[src/rtl/token_collect.sv]
// Token collector: queues nonzero token indices in a small FIFO and writes them to a token-list memory.
// Optional macro TOKEN_COLLECT_DEDUP_EN adds a seen-bitmap that discards repeated tokens within a list.
module token_collect #(
  parameter int INDEX_WIDTH = 10,
  parameter int ADDR_WIDTH  = 9,
  parameter int MAX_TOK     = 512,
  parameter int FIFO_DEPTH  = 4
) (
  input  logic                  CLK,
  input  logic                  RESET,
  input  logic                  EN,
  input  logic [INDEX_WIDTH:0]  token,
  input  logic                  valid,
  input  logic                  find_finish,
  output logic [ADDR_WIDTH-1:0] tok_addr,
  output logic                  tok_cen,
  output logic                  tok_wen,
  output logic [15:0]           tok_din,
  input  logic                  tok_gnt,
  output logic [ADDR_WIDTH:0]   tok_count,
  output logic                  overflow,
  output logic                  list_done
);

  localparam int TW = INDEX_WIDTH + 1;
  localparam int PW = (FIFO_DEPTH > 1) ? $clog2(FIFO_DEPTH) : 1;
  localparam int CW = $clog2(FIFO_DEPTH + 1);
  localparam logic [CW-1:0] DEPTH_C = CW'(FIFO_DEPTH);

  typedef enum logic [1:0] {IDLE, COLLECT, DRAIN, DONE} state_e;

  state_e                state_q, state_d;
  logic [TW-1:0]         fifo_mem [FIFO_DEPTH];
  logic [PW-1:0]         rd_ptr_q, rd_ptr_d, wr_ptr_q, wr_ptr_d;
  logic [CW-1:0]         fifo_cnt_q, fifo_cnt_d, remain;
  logic [ADDR_WIDTH-1:0] waddr_q, waddr_d, addr_q, addr_d;
  logic [ADDR_WIDTH:0]   count_q, count_d;
  logic [15:0]           din_q, din_d;
  logic [TW-1:0]         head_d;
  logic                  cen_q, cen_d, ovf_q, ovf_d, done_q, done_d;
  logic                  start, commit, dup, cand, full, at_max, drop, push;

  function automatic logic [PW-1:0] ptr_inc(input logic [PW-1:0] p);
    return (p == PW'(FIFO_DEPTH - 1)) ? '0 : p + PW'(1);
  endfunction

  // A write commits only on an edge where the request is already on the bus and granted.
  assign start  = EN && (state_q == IDLE);
  assign commit = EN && !cen_q && tok_gnt;
  assign cand   = EN && (state_q == COLLECT) && valid && (token != '0) && !dup;
  assign full   = (fifo_cnt_q == DEPTH_C);
  assign at_max = (32'(count_q) + 32'(fifo_cnt_q)) >= 32'(MAX_TOK);
  assign drop   = cand && ((full && !commit) || at_max);
  assign push   = cand && !drop;

  always_comb begin
    // NOTE: every next-state signal takes a default first, so no path leaves one unassigned (no latch).
    state_d  = state_q;
    rd_ptr_d = rd_ptr_q;
    wr_ptr_d = wr_ptr_q;
    waddr_d  = waddr_q;
    count_d  = count_q;
    ovf_d    = ovf_q;
    cen_d    = 1'b1;
    addr_d   = addr_q;
    din_d    = din_q;
    remain   = fifo_cnt_q;
    if (EN) begin
      unique case (state_q)
        IDLE:    state_d = COLLECT;
        COLLECT: if (find_finish) state_d = DRAIN;
        DRAIN:   if ((fifo_cnt_q == '0) && cen_q) state_d = DONE;
        default: state_d = IDLE;
      endcase
    end
    if (start) begin
      count_d = '0;
      waddr_d = '0;
      ovf_d   = 1'b0;
    end
    if (drop) ovf_d = 1'b1;
    if (push) wr_ptr_d = ptr_inc(wr_ptr_q);
    if (commit) begin
      rd_ptr_d = ptr_inc(rd_ptr_q);
      count_d  = count_q + (ADDR_WIDTH + 1)'(1);
      waddr_d  = waddr_q + ADDR_WIDTH'(1);
      remain   = fifo_cnt_q - CW'(1);
    end
    fifo_cnt_d = remain + CW'(push);
    // An empty FIFO receiving a push presents the incoming token directly.
    head_d = (remain == '0) ? token : fifo_mem[rd_ptr_d];
    if (EN && (fifo_cnt_d != '0)) begin
      cen_d  = 1'b0;
      addr_d = waddr_d;
      din_d  = 16'(head_d);
    end
    done_d = (state_d == DONE);
  end

  always_ff @(posedge CLK or posedge RESET) begin
    if (RESET) begin
      state_q    <= IDLE;
      rd_ptr_q   <= '0;
      wr_ptr_q   <= '0;
      fifo_cnt_q <= '0;
      waddr_q    <= '0;
      count_q    <= '0;
      ovf_q      <= 1'b0;
      cen_q      <= 1'b1;
      addr_q     <= '0;
      din_q      <= '0;
      done_q     <= 1'b0;
    end else begin
      // NOTE: non-blocking assignments so every register samples pre-edge values.
      state_q    <= state_d;
      rd_ptr_q   <= rd_ptr_d;
      wr_ptr_q   <= wr_ptr_d;
      fifo_cnt_q <= fifo_cnt_d;
      waddr_q    <= waddr_d;
      count_q    <= count_d;
      ovf_q      <= ovf_d;
      cen_q      <= cen_d;
      addr_q     <= addr_d;
      din_q      <= din_d;
      done_q     <= done_d;
    end
  end

  // NOTE: FIFO storage has no reset; the occupancy counter alone defines which entries are valid.
  always_ff @(posedge CLK) begin
    if (push) fifo_mem[wr_ptr_q] <= token;
  end

`ifdef TOKEN_COLLECT_DEDUP_EN
  logic [2**TW-1:0] seen_q;

  always_ff @(posedge CLK) begin
    if (start)     seen_q        <= '0;
    else if (push) seen_q[token] <= 1'b1;
  end

  assign dup = seen_q[token];
`else
  assign dup = 1'b0;
`endif

  assign tok_addr  = addr_q;
  assign tok_cen   = cen_q;
  assign tok_wen   = cen_q;
  assign tok_din   = din_q;
  assign tok_count = count_q;
  assign overflow  = ovf_q;
  assign list_done = done_q;

endmodule

[config.mk]
export PLATFORM = sky130hd
export DESIGN_NAME = token_collect
export DESIGN_NICKNAME = d
export VERILOG_FILES = /design/src/rtl/token_collect.sv
export SDC_FILE = /design/constraint.sdc
export NUM_CORES = 1
export LEC_CHECK = 0
export BUFFER_PORTS_ARGS = -buffer_cell sky130_fd_sc_hd__buf_2
export CAP_MARGIN = 30
export CELL_PAD_IN_SITES_DETAIL_PLACEMENT = 0
export CELL_PAD_IN_SITES_GLOBAL_PLACEMENT = 1
export CORE_ASPECT_RATIO = 0.75
export CORE_MARGIN = 4
export CORE_UTILIZATION = 45
export DETAILED_ROUTE_END_ITERATION = 16
export PLACE_DENSITY = 0.86
export SKIP_CTS_REPAIR_TIMING = 1
export SLEW_MARGIN = 5
export SYNTH_ARGS = -nofsm -noshare
export SYNTH_HDL_FRONTEND = slang
export SYNTH_SLANG_ARGS = --single-unit
[constraint.sdc]
create_clock -name CLK -period 4.3 [get_ports CLK]
set_input_delay 0.215 -clock CLK [delete_from_list [all_inputs] [get_ports CLK]]
set_output_delay 0.215 -clock CLK [all_outputs]
set_load 0.02 [all_outputs]
Word level (Yosys, flattened, before mapping)
Memories as Yosys holds them, arrays and structs flattened. Index checks and enable logic that the tools add are counted.

Memories kept: 1. Output and inout bits: 39. RAM bits: 44. Input port bits: 17. Logic and storage cells: 66. Flip-flop bits (word level): 51.

$add $sub $neg: 7. Reductions and logical operators: 22. Equality and inequality tests: 6. Muxes and demuxes: 18. Magnitude comparators: 1.

Memories: fifo_mem (depth 4, bits a word 11, rd ports 1, clocked after Yosys merged registers in 0, write ports 1, line 33) `logic [TW-1:0] fifo_mem [FIFO_DEPTH];`.

Operator list (count): 2-to-1 mux 10 bit (2); 2-to-1 mux 9 bit (2); 2-to-1 mux 2 bit (6); adder 10 x 3 -> 11 bit (1); >= comparator 11 x 10 -> 1 bit (second input constant) (1); logical AND 1 bit (11); 2-to-1 mux 11 bit (1); nonzero test 11 bit (1); adder 10 x 1 -> 10 bit (second input constant) (1); adder 9 x 1 -> 9 bit (second input constant) (1); equality test 2 bit (second input constant) (4); zero test 3 bit (2); case mux 2 bit (3 select lines) (1); 2-to-1 mux 1 bit (5); adder 2 x 1 -> 2 bit (second input constant) (2); nonzero test 2 bit (2); adder 3 x 1 -> 3 bit (1); equality test 3 bit (second input constant) (1); zero test 1 bit (3); 2-to-1 mux 3 bit (1); nonzero test 3 bit (1); subtractor 3 x 1 -> 3 bit (second input constant) (1); equality test 2 x 1 -> 1 bit (second input constant) (1); zero test 2 bit (1); logical OR 1 bit (1).

Depth between registers and ports, before layout
Word-level depth: 13. Mapped depth: 16. Mapped depth without buffers: 14.

Worst setup path before layout
No wires, ideal clock.

Path kind: reg-to-reg. From: reg count_q[0] (netlist: tok_count[0]). To: reg addr_q[0] (netlist: tok_addr[0]). Buffers on the path: 2. Setup slack: 1.035 ns. Arrival time: 3.138 ns. Data required time: 4.173 ns. Stages on the path, launching flop included: 15. Path through: dfrtp_1 ha_1 fa_1 nand4bb_1 nor4b_1 o31a_1 nor2b_4 buf_6 ha_1 ha_1 xor2_1 xnor2_1 o31a_1 buf_6 mux2_1.

Longest elaborated chain between the ends: 9.

RTL lines: start, declared (line 37) `logic [ADDR_WIDTH:0] count_q, count_d;`; start signal, assigned (line 120) `count_q <= count_d;`; adder 10 x 3 -> 11 bit (line 52) `assign at_max = (32'(count_q) + 32'(fifo_cnt_q)) >= 32'(MAX_TOK);`; >= comparator 11 x 10 -> 1 bit (line 52); logical OR 1 bit (line 53) `assign drop = cand && ((full && !commit) || at_max);`; logical AND 1 bit (line 53); zero test 1 bit (line 54) `assign push = cand && !drop;`; logical AND 1 bit (line 54); named net push (line 41) `logic start, commit, dup, cand, full, at_max, drop, push;`; adder 3 x 1 -> 3 bit (line 89) `fifo_cnt_d = remain + CW'(push);`; named net fifo_cnt_d[2] (line 35) `logic [CW-1:0] fifo_cnt_q, fifo_cnt_d, remain;`; nonzero test 3 bit (line 92) `if (EN && (fifo_cnt_d != '0)) begin`; logical AND 1 bit (line 92); end signal, assigned (line 123) `addr_q <= addr_d;`; end, declared (line 36) `logic [ADDR_WIDTH-1:0] waddr_q, waddr_d, addr_q, addr_d;`.

The timed path passes the listed nets, and every way through them passes these cells. A chain may end at the register's enable or synchronous reset.

Final worst setup path
From: reg count_q[0] (netlist: tok_count[0]). To: reg din_q[5] (netlist: tok_din[5]).

Longest elaborated chain between the ends: 9.

RTL lines: adder 10 x 3 -> 11 bit (line 52); >= comparator 11 x 10 -> 1 bit (line 52); logical OR 1 bit (line 53); logical AND 1 bit (line 53); zero test 1 bit (line 54); logical AND 1 bit (line 54); adder 3 x 1 -> 3 bit (line 89); named net fifo_cnt_d[2] (line 35); nonzero test 3 bit (line 92); logical AND 1 bit (line 92); end signal, assigned (line 124) `din_q <= din_d;`; end, declared (line 38) `logic [15:0] din_q, din_d;`.

The timed path passes the listed nets, and every way through them passes these cells.

==> results.yml <==
outcome:
  status: "finished, final reports clean"
floorplanning:
  ioPinCount: 56
  dieArea_mm2: 0.0115
  row_count: 30
  die_y_um: 93.7
  die_w_um: 122
  core_area_mm2: 0.00931
  initial_core_util_pct: 47.3
final_layout:
  drive_gt1_share_pct: 19.0
  layoutNonFillerInstCount: 564
  nets: 463
  n_antenna_cell: 0
  area_growth_pct: 14.5
  fin_area_mm2: 0.00504
  fin_util_pct: 54.2
  final_cell_mix: "50 x dfrtp_1, 50 x buf_2, 44 x edfxtp_1"
grt:
  gr-total-overflow: 0
  grt_pass1_vias: 2954
  grt_max_degree: 39
  track_usage_pct: 17.1
  grt_antenna_before_repair: 0
  grt_pass1_wl_um: 15100
timing:
  worst_slew_pin_slew_ps: 612
  fmax_mhz: 270
  finalHoldViolCount: 0
  holdWs_ps: 126
  min_period_ps: 3700
  setup_viol: 0
  rsz0062_at_grt: "no"
  period_share_pct: 86.1
  finalWorstSetupSlack_ps: 596
  fin_setup_tns_ps: 0
  skew_ps: 6.37
  relSlewSlack_pct: 59.2
  drv_slew: 0
setup_path:
  critPathMaxFanout: 13
  max_stage_delay_ps: 500
  worst-path-buf-inv: 1
  path_common_cell: "ha_1"
  crit_family: "adder cells"
  start_kind: "register"
  end_kind: "register"
  required_ps: 4520
  crit_arrival_ps: 3920
  crit_path_top_delay_cell: "o31a_1"
  path_class: "register to register"
  path_cells: "ha_1, fa_1, nand4bb_1, nor4b_1, o31a_1, nor2b_4, ha_1, ha_1, xor2_1, xnor2_1, o31a_1, inv_2, a21oi_1, a21oi_1"
power:
  netSwitchingFraction_pct: 36.9
  p_int_mw: 1.92
  pwr-share-clk_pct: 24.1
  p_comb_share_pct: 35.0
  leakagePower_nw: 2.34
  ir_worst_vdd_uv: 251
  p_sw_mw: 1.12
  pwr-share-seq_pct: 40.9
  powerDensity_mw_per_mm2: 604
  power_mw: 3.05
synthesis:
  synth_top_flop_cell: "dfrtp_1"
  synth_seq_area_share_pct: 59.0
  yosys_register_bits: 95
  netlist_area_mm2: 0.00441
  async_flop_share_pct: 53.7
  synth_cell_types: 53
  ys.warnings.count: 0
  synth_cells: 380
  syn_area_per_cell_um2: 11.6
  synth-edff-count: 44
drt:
  drcViolationCount: 0
  dr.pass1.iters: 7
  vias_per_cell: 5.29
  post_drt_wl_per_cell_um: 16.3
  wl_um: 9190
  vias: 2984
  drt_iter0_drc: 291
  ant_nets: 0
clock_tree:
  clkSinkCount: 95
  clock_latency_ps: 340
  path_clk_slew_ps: 60
  cts_buffers: 9
  cts_tree: "yes"
  cts_max_level: 3
  root_buffer: "clkbuf_16"
  clock_path_buffers: 2
placed_design:
  place_congestion: 0.773
  place_hpwl_um: 6440
  preCtsSetupSlack_ps: 576
  dpl_cell_area_mm2: 0.00476
  io_buffers: 50
  placed_cells: 547
worst_hold_path:
  hp-class: "input pin to register"
run:
  drv_cap: 0
-- power groups by stage --
stage	combinational, mW	sequential (mW)	clock (mW)
floorplan	0.683	1.33	0
global placement	1.01	1.26	0
detailed placement	1.07	1.26	0
CTS	1.07	1.25	0.744
global route	1.19	1.27	0.788
finish	1.07	1.25	0.733
-- worst register-to-register path, stage by stage (launching register included) --
cell,delay (ps)
dfrtp_1,440
ha_1,260
fa_1,350
nand4bb_1,170
nor4b_1,240
o31a_1,180
nor2b_4,240
ha_1,180
ha_1,160
xor2_1,180
xnor2_1,160
o31a_1,500
inv_2,250
a21oi_1,190
a21oi_1,80
-- registers in the layout, indices dropped and copies added, names as in the netlist --
register	flops
wr_ptr_q	2
list_done	1
rd_ptr_q	2
tok_count	10
tok_cen	1
tok_addr	9
fifo_mem	44
state_q	2
tok_din	11
waddr_q	9
overflow	1
fifo_cnt_q	3
-- per-layer routing --
layer | vias to the layer above | share of wire, % | GRT usage [%]
met4 | 0 | 0.81 | 5.13
met5 | - | 0 | 0
met2 | 98 | 47 | 26.8
met3 | 5 | 6.4 | 4.21
li1 | 1433 | - | -
met1 | 1448 | 46 | 23.5
-- Yosys cell counts (2+ instances only) --
cell / count / area [um2]
dfrtp_1: 50 / 1250
edfxtp_1: 44 / 1320
inv_1: 40 / 150
nand2_1: 28 / 105
a21oi_1: 23 / 115
nand3_1: 23 / 115
nor2_1: 20 / 75.1
o21ai_0: 19 / 95.1
ha_1: 14 / 175
nand2b_1: 13 / 81.3
a222oi_1: 11 / 110
mux2_1: 9 / 101
mux2i_1: 9 / 90.1
buf_4: 7 / 52.6
clkbuf_1: 7 / 26.3
and2_1: 5 / 31.3
buf_2: 5 / 25.0
a21o_1: 3 / 22.5
mux2_4: 3 / 45.0
nand4_1: 3 / 18.8
nor3_1: 3 / 15.0
a22o_1: 2 / 17.5
and3_1: 2 / 12.5
and3b_1: 2 / 17.5
buf_6: 2 / 22.5
nor2b_1: 2 / 12.5
nor4_1: 2 / 12.5
o31a_1: 2 / 17.5
or2_2: 2 / 12.5
xnor2_1: 2 / 17.5
-- layout make-up --
| cell class | instances | area [um2] |
|---|---|---|
| fill | 831 | 4260 |
| tap | 128 | 160 |
| sequential | 95 | 2600 |
| timing repair buffer | 57 | 318 |
| multi-input combinational | 227 | 1540 |
| clock buffer | 9 | 225 |
| inverter | 41 | 154 |
| clock inverter | 7 | 47.5 |
-- final timing paths --
path	cells past startpoint	slack, ps	end	start
min reg2reg	1	480	tok_addr[4]	tok_addr[4]
min	1	130	fifo_mem[2][2]	token[2]
max reg2reg	14	600	tok_din[5]	tok_count[0]
max in group asynchronous	4	3330	tok_cen	RESET
min in group asynchronous	3	390	waddr_q[6]	RESET
max	14	600	tok_din[5]	tok_count[0]
-- cell families (layout without fill, tap and decap cells) --
kind of cell	count (synthesis)	after routing	share of synthesized area, %
XOR/XNOR	3	3	0.597
adder cells (fa/ha/maj)	15	15	4.43
AND/OR/NAND/NOR	115	115	14.0
other	1	5	0.0851
flip-flops	95	95	59.0
multiplexers	21	21	5.37
buffers and inverters	62	114	6.36
AO/OA/AOI/OAI	68	68	10.2
Power figures use the tool's default switching activity.
